## src/rtl/comparer.sv

```systemverilog
// Registered compare back-end for the ALU subtract path.
// Turns ALU flags into eql/slt/sltu plus an advisory flag-consistency bit.
module comparer #(
    parameter int WIDTH = 1
) (
    input  logic             clk,
    input  logic             rst_n,
    input  logic             in_valid,
    input  logic [WIDTH-1:0] a,
    input  logic [WIDTH-1:0] b,
    input  logic [WIDTH-1:0] result,
    input  logic             cout,
    input  logic             zero,
    input  logic             sign,
    input  logic             overflow,
    output logic             out_valid,
    output logic             eql,
    output logic             slt,
    output logic             sltu,
    output logic             flag_err
);

    typedef struct packed {
        logic eql;
        logic slt;
        logic sltu;
        logic flag_err;
    } cmp_t;

    cmp_t nxt;
    cmp_t q;
    logic vq;
    logic res_zero;

    assign res_zero = (result == '0);

    always_comb begin
        nxt          = '0;
        nxt.eql      = zero;
        nxt.slt      = sign ^ overflow;
        nxt.sltu     = ~cout;
        nxt.flag_err = (zero != res_zero) | (sign != result[WIDTH-1]);
    end

    // Results hold across idle cycles; only out_valid tracks every edge.
    always_ff @(posedge clk or negedge rst_n) begin
        if (!rst_n) begin
            vq <= 1'b0;
            q  <= '0;
        end else begin
            vq <= in_valid;
            if (in_valid) begin
                q <= nxt;
            end
        end
    end

    assign out_valid = vq;
    assign eql       = q.eql;
    assign slt       = q.slt;
    assign sltu      = q.sltu;
    assign flag_err  = q.flag_err;

    // Operands ride along for width checking only.
    logic unused_ab;
    assign unused_ab = ^{a, b};

endmodule

```

## config.mk

```make
export PLATFORM = sky130hd
export DESIGN_NAME = comparer
export DESIGN_NICKNAME = d
export VERILOG_FILES = /design/src/rtl/comparer.sv
export SDC_FILE = /design/constraint.sdc
export NUM_CORES = 1
export LEC_CHECK = 0
export CAP_MARGIN = 25
export CORE_AREA = 3 3 40 42
export CTS_CLUSTER_DIAMETER = 50
export DETAILED_ROUTE_END_ITERATION = 8
export DIE_AREA = 0 0 43 45
export PLACE_DENSITY_LB_ADDON = 0.08
export SKIP_CTS_REPAIR_TIMING = 1
export SLEW_MARGIN = 15
export SYNTH_ARGS = -nofsm -noshare
export SYNTH_HDL_FRONTEND = slang
export SYNTH_SLANG_ARGS = --single-unit
```

## constraint.sdc

```tcl
create_clock -name clk -period 0.8 [get_ports clk]
set_clock_uncertainty 0.1 [all_clocks]
set_input_delay 0.16 -clock clk [delete_from_list [all_inputs] [get_ports clk]]
set_output_delay 0.16 -clock clk [all_outputs]
set_load 0.03 [all_outputs]
```

==> metrics.md <==
| Metric | Value |
|---|---|
| Crit-path slowest cell | `dfrtp_2` |
| Routed len/inst | `around 10 um` |
| Sink Count | `5` |
| Area leader, netlist | `dfrtp_1` |
| Total gr overflow | `0` |
| CP Launch Point | `flag_err` |
| Syn avg cell area | `between 10 and 15 um^2` |
| Worst setup SP type | `register` |
| #FFs+latches synth | `5` |
| Slew headroom | `81.71%` |
| Clock root buffer | `clkbuf_4` |
| DRT Wirelength | `about 500 um` |
| DRT iter0 DRCs | `2` |
| Setup WS post-layout | `-0.2481 ns` |
| Placement Rows | `13` |
| Post-Syn Nets | `26` |
| Status | `complete, but fails checks` |
| Largest family of logic cells by synthesized area | `simple AND/OR/NAND/NOR gates` |
| Commonest cells in the netlist | `5 x dfrtp_1, 3 x nor2_1, 2 x a21oi_1` |
| Crit-path cells | `buf_6` |
| MaxCap Viol Count | `0` |
| Simple-Gate Fraction of Synth Area | `20.83%` |
| Max stage delay on crit path | `0.41 ns` |
| Crit path depth | `1` |
| Synth warnings | `0` |
| Tot GR Track Use | `7.185%` |
| Crit path arrival time | `0.79 ns` |
| Post-synthesis adder-cell area fraction | `0%` |
| Die Height | `~45 um` |
| CTS tree | `yes` |
| Post-synth EDFFs | `0` |
| Die Wd | `43 um` |
| Peak supply drop | `between 1 and 1.5 mV` |
| Synth Flop Type | `dfrtp_1` |
| Post-synthesis mux area share | `around 5.4%` |
| Seq/Total Area, Yosys | `between 50% and 60%` |
| # IOs | `15` |
| Clock Latency Late Sink | `~0.24 ns` |
| Ratio of cells with drive above 1 in the final layout | `between 50 and 60%` |
| Area of the core | `around 1300 um^2` |
| Number of fill cells | `133` |
| Num CTS Buffers | `3` |
| FF/Latch Area | `between 100 and 150 um^2` |
| Min Clock Period, post-route | `roughly 1.0 ns` |
| Maximum clock rate | `954.1 MHz` |
| Layout Area Growth over Synthesis | `98.81%` |
| Synth area leaders | `dfrtp_1 60%, and4bb_1 6.0%, buf_6 5.4%, mux2_1 5.4%, nor2_1 5.4%` |
| Worst R2R Setup Slack | `-0.08 ns` |
| Initial antenna violation count | `0` |
| Worst Max-Slew Pin Slew | `between 0.2 and 0.3 ns` |
| Worst Path Max Fanout | `2` |
| Reg clk slew, reported paths | `around 0.050 ns` |
| RSZ-0062 raised after global routing | `yes` |
| Largest delay contributor family on the critical path | `flip-flops` |
| Most frequent cell after synthesis | `dfrtp_1` |
| Pwr Density | `roughly 1900 nW/um^2` |
| Kind of critical path | `register to output pin` |
| Via count | `180` |
| CTS max path bufs | `2` |
| Fin. Hold Viols | `0` |
| ANT nets after route | `0` |
| Fin util | `32.52%` |
| Violated checks | `setup timing` |
| Synth Area in Compound Gates | `under 10%` |
| Vias in the first global route | `~190` |
| Gp weighted congestion | `between 0.6 and 0.7` |
| Reg2reg start | `eql` |
| Worst hold path type | `primary input to asynchronous set/reset pin` |
| H-tree levels | `1` |
| R2r endpoint | `eql` |
| Overall power | `between 0.7 and 0.8 mW` |
| IO buf count | `12` |
| Die ar. | `slightly below 2000 um^2` |
| WP data required | `about 0.54 ns` |
| Async S/R FF share, synth | `100.0%` |
| Post-Syn Area | `about 210 um^2` |
| LEAKAGE | `0.2159 nW` |
| Largest net degree at the start of global routing | `6` |
| Final Setup Violations | `7` |
| WP buf/inv | `1` |
| N_diodes | `0` |
| Post-synth cell types | `9` |
| Worst setup EP type | `output pin` |
| Period Utilization, post-route | `131.0%` |
| Final max-slew violation count | `0` |
| Reg2Reg Depth | `1` |
| Vias/cell | `approximately 3.8` |
| First-pass GRT wire length | `around 880 um` |
| TritonRoute pass-1 iters | `2` |
| Critical Path End | `flag_err` |
| Post-synth top area share | `roughly three fifths` |
| Initial Util | `between 15 and 20%` |
| # DRC | `0` |
| Final layout net count | `44` |
| Multi-input logic area | `approximately 85 um^2` |
| Post-synthesis xor/xnor area fraction | `~4.2%` |
| Cells after Synth | `16` |
how the worst min path moves through the flow:
stage | from | endpoint | slack [ns]
after floorplan | rst_n | eql | -0.24
after global placement | rst_n | out_valid | 0.31
after global routing | rst_n | eql | 0.04
after CTS | rst_n | eql | 0.05
after detailed placement | rst_n | out_valid | 0.31
final | rst_n | eql | 0.05
power by group:
group          switching, mW  leakage [nW]  internal, mW  total [mW]
clock                  0.104        0.0150         0.189       0.293
sequential            0.0165        0.0524         0.281       0.297
combinational         0.0902         0.148         0.105       0.195
total                  0.211         0.216         0.574       0.785
layer usage:
| metal | vias to the layer above | GRT usage, % | wire, um |
|---|---|---|---|
| li1 | 89 | - | - |
| met1 | 80 | 7.299 | 229 |
| met2 | 11 | 8.982 | 211 |
| met3 | 0 | 6.773 | 61 |
| met4 | 0 | 5.422 | 0 |
| met5 | - | 0 | 0 |
logic make-up (layout without fill, tap and decap cells):
| kind of cell | after synthesis | in the layout |
|---|---|---|
| and+or+nand+nor | 6 | 6 |
| buffers and inverters | 1 | 18 |
| muxes | 1 | 1 |
| DFF | 5 | 5 |
| xor gates and xnor gates | 1 | 1 |
| AOI/OAI and AO/OA | 2 | 2 |
layout by cell type (no fill, tap or decap), drive strengths merged:
cell	instances
clkbuf	4
buf	7
mux2	1
dfrtp	5
nor3	1
xnor2	1
clkdlybuf4s50	2
and4bb	1
dlymetal6s2s	5
and4b	1
nor2	3
a21oi	2
registers in the layout (all words and copies together) (netlist names):
register   flops
eql            1
sltu           1
flag_err       1
slt            1
out_valid      1
layout make-up:
cell class / instances / area share, %
sequential: 5 / 31.14
multi-input combinational: 10 / 20.36
timing repair buffer: 14 / 37.72
clock buffer: 4 / 6.287
tap: 15 / 4.491
through the flow:
step                cells  area [um^2]  hold WS (ns)  setup TNS, ns  setup slack, ns
global route           48        417.9       0.03833         -1.562          -0.2968
global placement       43        341.6        0.3089         -1.934          -0.4478
detailed placement     43        341.6        0.3118         -2.070          -0.4711
CTS                    47        367.9       0.05039         -2.081          -0.2798
floorplan              16        219.0       -0.2356        -0.2316          -0.1539
finish                 48        417.9       0.04599         -1.285          -0.2481
Power figures use the tool's default switching activity.
